===== config.mk =====
export PLATFORM = sky130hd
export DESIGN_NAME = char_renderer
export DESIGN_NICKNAME = d
export VERILOG_FILES = /design/src/rtl/char_renderer.sv
export SDC_FILE = /design/constraint.sdc
export NUM_CORES = 1
export LEC_CHECK = 0
export ABC_AREA = 1
export CAP_MARGIN = 20
export CORE_MARGIN = 2
export CORE_UTILIZATION = 48
export CTS_CLUSTER_DIAMETER = 40
export DETAILED_ROUTE_END_ITERATION = 8
export GPL_TIMING_DRIVEN = 0
export HOLD_SLACK_MARGIN = 0.12
export PLACE_DENSITY = 0.84
export RECOVER_POWER = 100
export SKIP_CTS_REPAIR_TIMING = 1
export SLEW_MARGIN = 40
export SYNTH_ARGS = -nofsm -noshare
export SYNTH_HDL_FRONTEND = slang
export SYNTH_SLANG_ARGS = --single-unit

===== constraint.sdc =====
create_clock -name clk -period 2.4 [get_ports clk]
set_input_delay 0.36 -clock clk [delete_from_list [all_inputs] [get_ports clk]]
set_output_delay 0.36 -clock clk [all_outputs]
set_load 0.01 [all_outputs]

===== src/rtl/char_renderer.sv =====
// char_renderer: 80x25 text-mode pixel pipeline with buffer/font lookup, inverse video and blinking cursor.
// Fixed 3-cycle latency from sync-generator position to pixel, syncs delayed to match.
module char_renderer #(
    parameter int COLS         = 80,
    parameter int ROWS         = 25,
    parameter int ADDR_WIDTH   = 11,
    parameter int BLINK_FRAMES = 32
) (
    input  logic                  clk,
    input  logic                  reset_n,
    input  logic [9:0]            hpos,
    input  logic [9:0]            vpos,
    input  logic                  active_in,
    input  logic                  hsync_in,
    input  logic                  vsync_in,
    output logic [ADDR_WIDTH-1:0] buf_raddr,
    output logic                  buf_read_en,
    input  logic [7:0]            buf_dout,
    output logic [10:0]           font_addr,
    input  logic [7:0]            font_data,
    input  logic [6:0]            cursor_x,
    input  logic [4:0]            cursor_y,
    input  logic                  cursor_en,
    output logic                  pixel,
    output logic                  active,
    output logic                  hsync,
    output logic                  vsync
);

    logic [6:0]            col;
    logic [4:0]            row;
    logic [3:0]            scan;
    logic                  in_area;
    logic [ADDR_WIDTH-1:0] addr;
    logic [ADDR_WIDTH-1:0] addr_hold;
    logic [10:0]           font_hold;
    logic                  load_d1;
    logic                  load_d2;
    logic [6:0]            col_d1;
    logic [4:0]            row_d1;
    logic [3:0]            scan_d1;
    logic                  inv;
    logic                  cur_hit;
    logic [7:0]            shreg;
    logic [2:0]            act_d;
    logic [2:0]            hs_d;
    logic [2:0]            vs_d;
    logic [2:0]            area_d;
    logic                  vs_prev;
    logic [7:0]            frame_cnt;
    logic                  blink_on;
    logic                  frame_wrap;

    assign col  = hpos[9:3];
    assign row  = vpos[8:4];
    assign scan = vpos[3:0];
    // vpos[9] catches scanlines 512+ whose low bits alias onto valid rows
    assign in_area = (32'(col) < COLS) && (32'(row) < ROWS) && !vpos[9];
    assign addr = ADDR_WIDTH'({row, 6'd0}) + ADDR_WIDTH'({row, 4'd0}) + ADDR_WIDTH'(col);

    assign buf_read_en = reset_n && active_in && in_area && (hpos[2:0] == 3'd0);
    assign buf_raddr   = buf_read_en ? addr : addr_hold;
    assign font_addr   = load_d1 ? {buf_dout[6:0], scan_d1} : font_hold;
    assign frame_wrap  = frame_cnt == 8'(BLINK_FRAMES - 1);

    assign pixel  = shreg[7] && act_d[2] && area_d[2];
    assign active = act_d[2];
    assign hsync  = hs_d[2];
    assign vsync  = vs_d[2];

    always_ff @(posedge clk or negedge reset_n) begin
        if (!reset_n) begin
            addr_hold <= '0;
            font_hold <= '0;
            load_d1   <= 1'b0;
            load_d2   <= 1'b0;
            col_d1    <= '0;
            row_d1    <= '0;
            scan_d1   <= '0;
            inv       <= 1'b0;
            cur_hit   <= 1'b0;
            shreg     <= '0;
            act_d     <= '0;
            hs_d      <= '0;
            vs_d      <= '0;
            area_d    <= '0;
        end else begin
            if (buf_read_en) addr_hold <= addr;
            if (load_d1) font_hold <= font_addr;
            load_d1 <= buf_read_en;
            load_d2 <= load_d1;
            col_d1  <= col;
            row_d1  <= row;
            scan_d1 <= scan;
            inv     <= buf_dout[7];
            cur_hit <= cursor_en && (col_d1 == cursor_x) && (row_d1 == cursor_y) && blink_on;
            // inverse and cursor cancel each other when both apply
            shreg   <= load_d2 ? font_data ^ {8{inv ^ cur_hit}} : {shreg[6:0], 1'b0};
            act_d   <= {act_d[1:0], active_in};
            hs_d    <= {hs_d[1:0], hsync_in};
            vs_d    <= {vs_d[1:0], vsync_in};
            area_d  <= {area_d[1:0], in_area};
        end
    end

    always_ff @(posedge clk or negedge reset_n) begin
        if (!reset_n) begin
            vs_prev   <= 1'b0;
            frame_cnt <= '0;
            blink_on  <= 1'b1;
        end else begin
            vs_prev <= vsync_in;
            if (vsync_in && !vs_prev) begin
                frame_cnt <= frame_wrap ? 8'd0 : frame_cnt + 8'd1;
                if (frame_wrap) blink_on <= ~blink_on;
            end
        end
    end

endmodule


[Word-level counts from Yosys, hierarchy flattened]
Cells that the tools add are included.
Word-level totals
  output and inout port bits: 27
  word-level logic and storage cells: 47
  bits in registers: 72
Operators by class
  magnitude comparators: 2
  reductions and logical operators: 15
  bitwise logic cells: 3
  $add $sub $neg: 3
  muxes and demuxes: 4
  equal/unequal tests: 3
Operators with widths (number)
  11-bit two-way mux: 2
  8-bit two-way mux: 2
  11-bit by 7-bit adder with 11-bit output: 1
  11-bit by 9-bit adder with 11-bit output: 1
  1-bit logical AND: 11
  8-bit by 1-bit adder with 8-bit output, second input constant: 1
  8-bit by 5-bit == test with 1-bit output, second input constant: 1
  8-bit XOR: 1
  7-bit == test: 1
  7-bit less-than comparator, second input constant: 1
  5-bit == test: 1
  5-bit less-than comparator, second input constant: 1
  3-bit logical NOT: 1
  1-bit logical NOT: 2
  2-bit AND reduction: 1
  1-bit NOT: 1
  1-bit XOR: 1

[Longest topological paths before layout]
Gate-level depths: netlist of run 1.
  depth after elaboration: 6
  gate-level depth with buffers: 11

[Worst setup path after synthesis of run 1]
OpenSTA, ideal clock, no wires.
  path type: input to output
  start point: input hpos[9]
  end point: output buf_raddr[7]
  required time: 2.040 ns
  stages on the path: 6
  setup slack: 0.143 ns
  arrival time: 1.897 ns
  cell sequence: inv_1 -> fa_1 -> inv_1 -> fa_1 -> xnor2_1 -> o21ai_0
Between the ends
  cells in the longest elaborated chain, start to end: 6
  elaborated cells between the ends (all ways): 7
Ends and longest elaborated chain
  start: declaration: line 11  | input logic [9:0] hpos,
  7-bit less-than comparator: line 58  | assign in_area = (32'(col) < COLS) && (32'(row) < ROWS) && !vpos[9];
  1-bit logical AND (2 in series): line 58
  1-bit logical AND (2 in series): line 61  | assign buf_read_en = reset_n && active_in && in_area && (hpos[2:0] == 3'd0);
  11-bit two-way mux *
  end: declaration: line 16  | output logic [ADDR_WIDTH-1:0] buf_raddr,
Mark *: on every way between the ends. The rest lies on a longest branch, timed or not.

[Worst setup path in the final report of run 1]
  start point: input vpos[4]
  end point: output buf_raddr[9]
Between the ends
  cells in the longest elaborated chain, start to end: 6
  elaborated cells between the ends (all ways): 8
Ends and longest elaborated chain
  start: declaration: line 12  | input logic [9:0] vpos,
  parallel branches: the longest is 5 deep, another holds 11-bit by 9-bit adder with 11-bit output
  11-bit two-way mux *
Mark *: on every way between the ends.

==> results.txt, run 1 <==
* Outcome: finished, violations left
* Violations in the final reports: setup timing
* Floorplan row count: 29
- Buffer type at the clock tree root: sky130_fd_sc_hd__clkbuf_8
- Area of all placed cells without fillers: 4367 um^2
- In this run, CTS created clock tree buffers numbering 9.
- Launching point of the worst reg2reg path: frame_cnt[1]
- Relative slew slack: 1.698%
* Final Worst Setup Slack: -94.07 ps
- At the end of the flow, the number of nets in the layout was 472.
- Summed over all nets, the half-perimeter wirelength after detailed placement is 4510 um.
* Syn Area/Cell: 10.36 um^2
* Total Routing Usage GR: 18.65%
* Max Slew Vio Count: 0
- Sink of the worst hold path: col_d1[6]
* Wirelength, routed: 6719 um
- Cells after Synth: 301
- The number of cells on the worst reg-to-reg path is 5.
- CTS tree: built
- Static timing analysis puts the maximum clock frequency at 0.4010 GHz.
- The worst setup path is captured at a primary output.
- Arrival time worst endpoint: 2130 ps
* Via count: 2396
- Via count of the first global-routing pass: 2414
* Largest fanout on the critical path: 3
* Initial antenna violation count: 0
- Fin Setup TNS: -148.2 ps
* GRT Max-Usage Layer: met2
- End of the worst register-to-register path: frame_cnt[6]
* Placed cells: 459
- The worst hold path begins at hpos[9].
- Critical path type: input pin to primary output
* VDD IR-drop max: 0.4514 mV
- Global routing consumed, on the met3 layer, 5.506% of the routing resources.
- The detailed router finished its first iteration with 73 violations.
- Final cell utilization of the core: 69.16%
- Net count after synthesis: 367
* Critical path data required time: 2040 ps
- Using the TritonRoute via totals, the vias-per-cell ratio works out to 4.910.
* Global routing met2 resource utilization: 30.57%
* H-tree depth: 3
- At the end of routability-driven placement, the weighted congestion stood at 0.8316.
- From synthesis to final layout, the design area changed by 39.99%.
- Final Hold Viols: 0
- Entering global routing, the biggest net connects 58 pins.
* Critical path startpoint category: input pin
- The die is 84.61 um tall.
* Pwr dens: 701.1 nW/um^2
- Setup violations remaining at the end of the flow were counted as 2.
- Summed over all layers, the global routing overflow is 0.
- Transition at the pin with the smallest max-transition slack: 1475 ps
- I/O Pins: 81
- # clock sinks: 71
* Setup repair after global routing missed its margin: true
* Critical Path Source: vpos[4]
- Clock slew at the register clock pins of the worst setup and hold paths: 70 ps
- Number of port buffers: 80
- The first detailed-routing pass took 4 iterations.
* DIE AREA: 7159 um^2
- In the finished design, the share of the clock period the worst path needs comes to 103.9%.
* Worst hold path type: input pin to flip-flop
- Area of placed instances: 4045 um^2
* Core ar.: 6314 um^2
- During synthesis, Yosys emitted a total of 0 warnings.
* Maximum buffer depth of the clock tree: 2
- Global routing usage on met1: 22.56%
- Shortest clock period the worst path allows after layout: 2494 ps
- After synthesis, flip-flops and latches occupy 57.00% of the total area.
* Share of cells above drive strength 1: 17.03%
- In this run the static leakage power is 2.228 nW.
- Once layout is complete, the cells apart from fillers number 488.
- The first global-routing pass estimated 10520 um of wire.
- Clock latency at the later pin of the worst-skew pair: 340 ps
* Chip width: 84.61 um
- The detail route stage leaves a number of antenna-violating nets equal to 0.
* Max capacitance violation total: 0
- Cell depth of the worst min-delay path: 1
- Antenna Diode Count: 0
- The synthesized design contains 71 register bits.
* Initial Utilization: 49.41%
- Worst hold slack across all endpoints: 127.0 ps
* Synthesized cell area: 3119 um^2
- Routed length per instance: 13.77 um
- Synthesis instantiated 27 different standard cells from the library.
- Across the routed clock network, the largest skew measured is 7.831 ps.
- The setup check on the worst reg-to-reg path leaves a slack of 1160 ps.
- Residual DRC count: 0
## synth_stat cells
cell type / count / area share (%)
sky130_fd_sc_hd__fa_1: 2 / 1.3
sky130_fd_sc_hd__nand2_1: 81 / 9.7
sky130_fd_sc_hd__buf_2: 2 / 0.32
sky130_fd_sc_hd__nand3b_1: 1 / 0.24
sky130_fd_sc_hd__ha_1: 10 / 4.0
sky130_fd_sc_hd__o22ai_1: 3 / 0.60
sky130_fd_sc_hd__inv_1: 31 / 3.7
sky130_fd_sc_hd__dfstp_2: 1 / 0.84
sky130_fd_sc_hd__nand4_1: 3 / 0.60
sky130_fd_sc_hd__nor3_2: 3 / 0.96
sky130_fd_sc_hd__nor2_2: 2 / 0.40
sky130_fd_sc_hd__o21ai_0: 9 / 1.4
sky130_fd_sc_hd__nor2_1: 19 / 2.3
sky130_fd_sc_hd__buf_1: 1 / 0.12
sky130_fd_sc_hd__o21ai_1: 4 / 0.64
sky130_fd_sc_hd__buf_4: 1 / 0.24
sky130_fd_sc_hd__xor2_1: 13 / 3.7
sky130_fd_sc_hd__nand3_1: 11 / 1.8
sky130_fd_sc_hd__mux2_2: 22 / 7.9
sky130_fd_sc_hd__or2_1: 1 / 0.20
sky130_fd_sc_hd__nand2_4: 1 / 0.36
sky130_fd_sc_hd__xnor2_1: 5 / 1.4
sky130_fd_sc_hd__a21oi_1: 2 / 0.32
sky130_fd_sc_hd__dfrtp_1: 70 / 56
sky130_fd_sc_hd__and3_1: 1 / 0.20
sky130_fd_sc_hd__nor3_1: 1 / 0.16
sky130_fd_sc_hd__buf_6: 1 / 0.36
## how the worst max path moves through the flow
stage | slack [ps] | cells past startpoint | to
after floorplan | 140 | 6 | buf_raddr[7]
after global placement | -2540 | 9 | buf_raddr[1]
after detailed placement | -980 | 11 | buf_raddr[9]
after CTS | -1030 | 11 | buf_raddr[9]
after global routing | -180 | 11 | buf_raddr[9]
final | -90 | 11 | buf_raddr[9]
## stage by stage
step / worst slack (ps) / total power [mW]
after floorplan: 143.4 / 1.733
after global placement: -2537 / 2.024
after detailed placement: -981.2 / 2.051
after CTS: -1027 / 3.079
after global routing: -179.2 / 3.216
final: -94.07 / 3.061
## cells by family (layout without fill, tap and decap cells)
group,after synthesis,count (layout),synth area share [%]
simple gates,124,124,16.93
flops,71,71,57.00
compound gates,18,18,3.008
buf+inv,36,146,4.773
xor+xnor,18,18,5.054
mux,22,22,7.942
fa+ha+maj,12,12,5.295
## layout by cell type (no fill, tap or decap), types with 3 or more instances in the layout
master	n
sky130_fd_sc_hd__o22ai_1	3
sky130_fd_sc_hd__buf_6	3
sky130_fd_sc_hd__nor3_2	3
sky130_fd_sc_hd__xor2_1	13
sky130_fd_sc_hd__clkbuf_1	7
sky130_fd_sc_hd__nand2_1	80
sky130_fd_sc_hd__dfrtp_1	70
sky130_fd_sc_hd__clkbuf_8	9
sky130_fd_sc_hd__ha_1	6
sky130_fd_sc_hd__nand4_1	3
sky130_fd_sc_hd__buf_4	7
sky130_fd_sc_hd__dlymetal6s2s_1	8
sky130_fd_sc_hd__inv_1	28
sky130_fd_sc_hd__o21ai_0	8
sky130_fd_sc_hd__dlygate4sd3_1	18
sky130_fd_sc_hd__nor2_1	19
sky130_fd_sc_hd__o21ai_1	5
sky130_fd_sc_hd__clkdlybuf4s50_1	48
sky130_fd_sc_hd__nand3_1	11
sky130_fd_sc_hd__buf_2	6
sky130_fd_sc_hd__xnor2_1	5
sky130_fd_sc_hd__mux2_2	22
## sequential cells by signal (all words and copies together), names as in the netlist, 3 cells and up
signal,count
addr_hold,11
font_hold,11
frame_cnt,8
shreg,8
col_d1,7
row_d1,5
scan_d1,4
act_d,3
area_d,3
hs_d,3
vs_d,3
## where the power goes
group / total, mW / internal, mW / leakage (nW) / switching, mW
Combinational: 0.634 / 0.332 / 1.24 / 0.303
Clock: 1.02 / 0.581 / 0.102 / 0.438
Sequential: 1.41 / 1.33 / 0.890 / 0.0759
## final cells by class
type | count | area, um^2
Clock buffer | 10 | 127.6
Clock inverter | 6 | 85.08
Sequential cell | 71 | 1778
Tap cell | 77 | 96.34
Inverter | 31 | 118.9
Buffer | 5 | 32.53
Timing Repair Buffer | 94 | 895.9
Fill cell | 475 | 1947
Multi-Input combinational cell | 194 | 1232
## layer usage
| layer | up-vias | wire, um | share of wire [%] |
|---|---|---|---|
| met3 | 15 | 427 | 6.4 |
| met4 | 0 | 183 | 2.7 |
| li1 | 1168 | - | - |
| met2 | 73 | 3431 | 51 |
| met5 | - | 0 | 0 |
| met1 | 1140 | 2676 | 40 |
## critical path, stage by stage
cell and delay [ps]:
sky130_fd_sc_hd__buf_8 80, sky130_fd_sc_hd__inv_4 30, sky130_fd_sc_hd__fa_1 580, sky130_fd_sc_hd__inv_2 80
sky130_fd_sc_hd__fa_2 370, sky130_fd_sc_hd__nand3_1 90, sky130_fd_sc_hd__nand2_1 60, sky130_fd_sc_hd__xor2_1 190
sky130_fd_sc_hd__nand2_1 80, sky130_fd_sc_hd__nand2_1 80, sky130_fd_sc_hd__buf_2 130
Power figures use the tool's default switching activity.
==> inputs of run 2 (changes only) <==
- CORE_ASPECT_RATIO: not set -> 1.2
==> run 2 against run 1 <==
Net effect:
- the flow still finishes with violations (setup timing)
- worst hold slack improved by 20 ps
- routed wire length increased by 0.55%
- register-to-register slack about the same
- sequential share of layout area increased by 0.12 points
- critical endpoint unchanged
- largest cell class unchanged
- largest power group unchanged
==> results.txt, run 2 (synthesis gave the netlist of run 1 again) <==
- Total net switching power: 0.8540 mW (was 0.8164 mW)
* Worst reg-to-reg setup slack: 1160 ps (about the same)
* Most common cell after layout, fill and taps aside: sky130_fd_sc_hd__nand2_1 (unchanged)
- Sw Ratio: 29.19% (was 26.67%)
- The total iterations of the first detailed-routing run was 4 (unchanged).
- The global router's overall resource usage was 19.33% (was 18.65%).
- The number of antenna violations at the first check in global routing was 0 (unchanged).
- The final period demand of the worst path is 2431 ps (was 2494 ps).
- The maximum vdd ir drop came to 0.4343 mV (was 0.4514 mV).
* Core ar.: 6366 um^2 (was 6314 um^2)
- The via count of the routed design came to 2415 (was 2396).
* Arrival time worst endpoint: 2070 ps (was 2130 ps)
* HPWL Detailed: 4888 um (was 4510 um)
- Max capacitance violation total: 0 (unchanged)
* Worst hold path type: input pin to flip-flop (unchanged)
* Maximum buffer depth of the clock tree: 2 (unchanged)
- Period utilization: 101.3% (was 103.9%)
* Congestion Overflow GR: 0 (unchanged)
- CTS tree: built (unchanged)
- The upper clock frequency limit was 0.4114 GHz (was 0.4010 GHz).
- Static power due to leakage: 2.241 nW (was 2.228 nW)
- The count of antenna-violating nets left after detailed routing is 0 (unchanged).
- Total clock buffers created by CTS: 9 (unchanged)
- Final cell utilization of the core: 68.40% (was 69.16%)
- The met3 layer usage reported by global route came to 2.924% (was 5.506%).
- Critical path data required time: 2040 ps (about the same)
* Cell-internal power: 2.072 mW (was 2.245 mW)
- Final Worst Setup Slack: -30.89 ps (was -94.07 ps)
- The starting density of the core is 49.00% (was 49.41%).
- Global routing usage on met1: 23.37% (was 22.56%)
- The first-pass GRT wire length is 10660 um (was 10520 um).
- # clock sinks: 71 (unchanged)
- Violations in the final reports: setup timing (unchanged)
- The clock group share of total power came to 29.6% (was 33.3%).
- Buffer type at the clock tree root: sky130_fd_sc_hd__clkbuf_8 (unchanged)
- Largest net degree at the start of global routing: 43 (was 58)
- Chip width: 77.59 um (was 84.61 um)
- Pwr dens: 671.9 nW/um^2 (was 701.1 nW/um^2)
- The count of pins over their slew limit came to 0 (unchanged).
- The antenna diode instance count came to 0 (unchanged).
* Via count of the first global-routing pass: 2368 (was 2414)
- Final setup violating endpoints: 2 (unchanged)
* P&R area growth vs syn: 39.59% (was 39.99%)
- The final weighted congestion of routability-driven global placement was 0.8475 (was 0.8316).
* GRT Max-Usage Layer: met2 (unchanged)
* Outcome: finished, violations left (unchanged)
- Largest registers ranked by flip-flop count: addr_hold (11), font_hold (11) (unchanged)
* I/O Pins: 81 (unchanged)
* Final Hold Viols: 0 (unchanged)
- Clock latency at the later pin of the worst-skew pair: 350 ps (was 340 ps)
- Relative contribution of combinational cells to total power: 22.1% (was 20.7%)
- The sequential share of power is 48.3% (was 46.0%).
- The slew at the pin with the worst max-slew slack came to 1465 ps (was 1475 ps).
- H-tree depth: 3 (unchanged)
* Highest-count cells in the layout ignoring fill and taps: sky130_fd_sc_hd__nand2_1, sky130_fd_sc_hd__dfrtp_1, sky130_fd_sc_hd__clkdlybuf4s50_1 (unchanged)
- Clock slew at the register clock pins of the worst setup and hold paths: 80 ps (was 70 ps)
- DIE AREA: 7162 um^2 (was 7159 um^2)
* Critical path startpoint category: input pin (unchanged)
* Total design power: 2.926 mW (was 3.061 mW)
* Share of cells above drive strength 1: 18.18% (was 17.03%)
- Residual DRC count: 0 (unchanged)
* Critical path type: input pin to primary output (unchanged)
- The maximum fanout along the worst path is 2 (was 3).
- The routed length per instance was 13.73 um (was 13.77 um).
- Relative slew slack: 2.350% (was 1.698%)
- Initial DRC count: 102 (was 73)
- Wirelength, routed: 6756 um (was 6719 um)
- Global routing met2 resource utilization: 32.47% (was 30.57%)
- The placement row count is 32 (was 29).
- The average via count per standard cell is 4.909 (was 4.910).
- Fillcell total: 476 (was 475)
- The kind of end point of the critical path is a primary output (unchanged).
- Number of port buffers: 80 (unchanged)
- The die height was 92.31 um (was 84.61 um).
* Worst-case clock skew: 10.86 ps (was 7.831 ps)
* Fin nets: 468 (was 472)
- Setup repair after global routing missed its margin: true (unchanged)
==> run 2: final timing paths <==
| check | from | end | cells after the start |
|---|---|---|---|
| setup / recovery | hpos[9] | buf_raddr[9] | 11 |
| hold / removal | vpos[6] | row_d1[2] | 1 |
| setup reg to reg | frame_cnt[0] | frame_cnt[6] | 5 |
| hold reg to reg | hs_d[0] | hs_d[1] | 0 |
| max in group asynchronous | reset_n | addr_hold[10] | 3 |
| min in group asynchronous | reset_n | shreg[4] | 3 |
==> run 2: worst max-delay path, stage by stage <==
cell	delay (ps)
sky130_fd_sc_hd__buf_8	80
sky130_fd_sc_hd__inv_4	30
sky130_fd_sc_hd__fa_1	550
sky130_fd_sc_hd__inv_2	70
sky130_fd_sc_hd__fa_2	370
sky130_fd_sc_hd__nand3_1	90
sky130_fd_sc_hd__nand2_1	80
sky130_fd_sc_hd__xor2_2	160
sky130_fd_sc_hd__nand2_1	90
sky130_fd_sc_hd__nand2_2	70
sky130_fd_sc_hd__buf_6	120
==> run 2: layout make-up <==
class                      count  area, um^2  share of cell area (%)
clock inverter                 6       45.04                   1.034
sequential                    71        1778                   40.83
multi-input combinational    194        1240                   28.48
tap                           85       106.4                   2.443
clock buffer                  10       137.6                   3.161
inverter                      31       118.9                   2.730
timing repair buffer          90       895.9                   20.57
buffer                         5       32.53                  0.7471
==> run 2: per-stage QoR <==
| step | std cells | setup TNS [ps] | instance area (um^2) | hold slack, ps | setup slack (ps) |
|---|---|---|---|---|---|
| floorplan | 301 | 0 | 3119 | 64.41 | 143.4 |
| global placement | 466 | -141240 | 4026 | 335.6 | -2414 |
| detailed placement | 467 | -6095 | 4048 | 251.8 | -1082 |
| CTS | 483 | -5802 | 4230 | -127.2 | -1090 |
| global route | 492 | -502.6 | 4354 | 135.9 | -117.4 |
| finish | 492 | -33.18 | 4354 | 147.1 | -30.89 |
==> run 2: power groups by stage <==
stage                     registers, mW  clock network, mW  logic [mW]
after floorplan                    1.41                  0       0.319
after global placement             1.43                  0       0.603
after detailed placement           1.43                  0       0.630
after CTS                          1.41              0.880       0.637
after global routing               1.43              0.948       0.717
final                              1.41              0.866       0.646
==> run 2: per-layer routing <==
metal	up-vias	part of all wire (%)
li1	1158	-
met1	1163	40
met2	74	52
met3	20	4.0
met4	0	3.7
met5	-	0
==> inputs of run 3 (changes only) <==
- ABC_CLOCK_PERIOD_IN_PS: not set -> 2400
==> results of run 3 <==
Same layout as run 2: the final DEF is identical, and so are final timing and power.
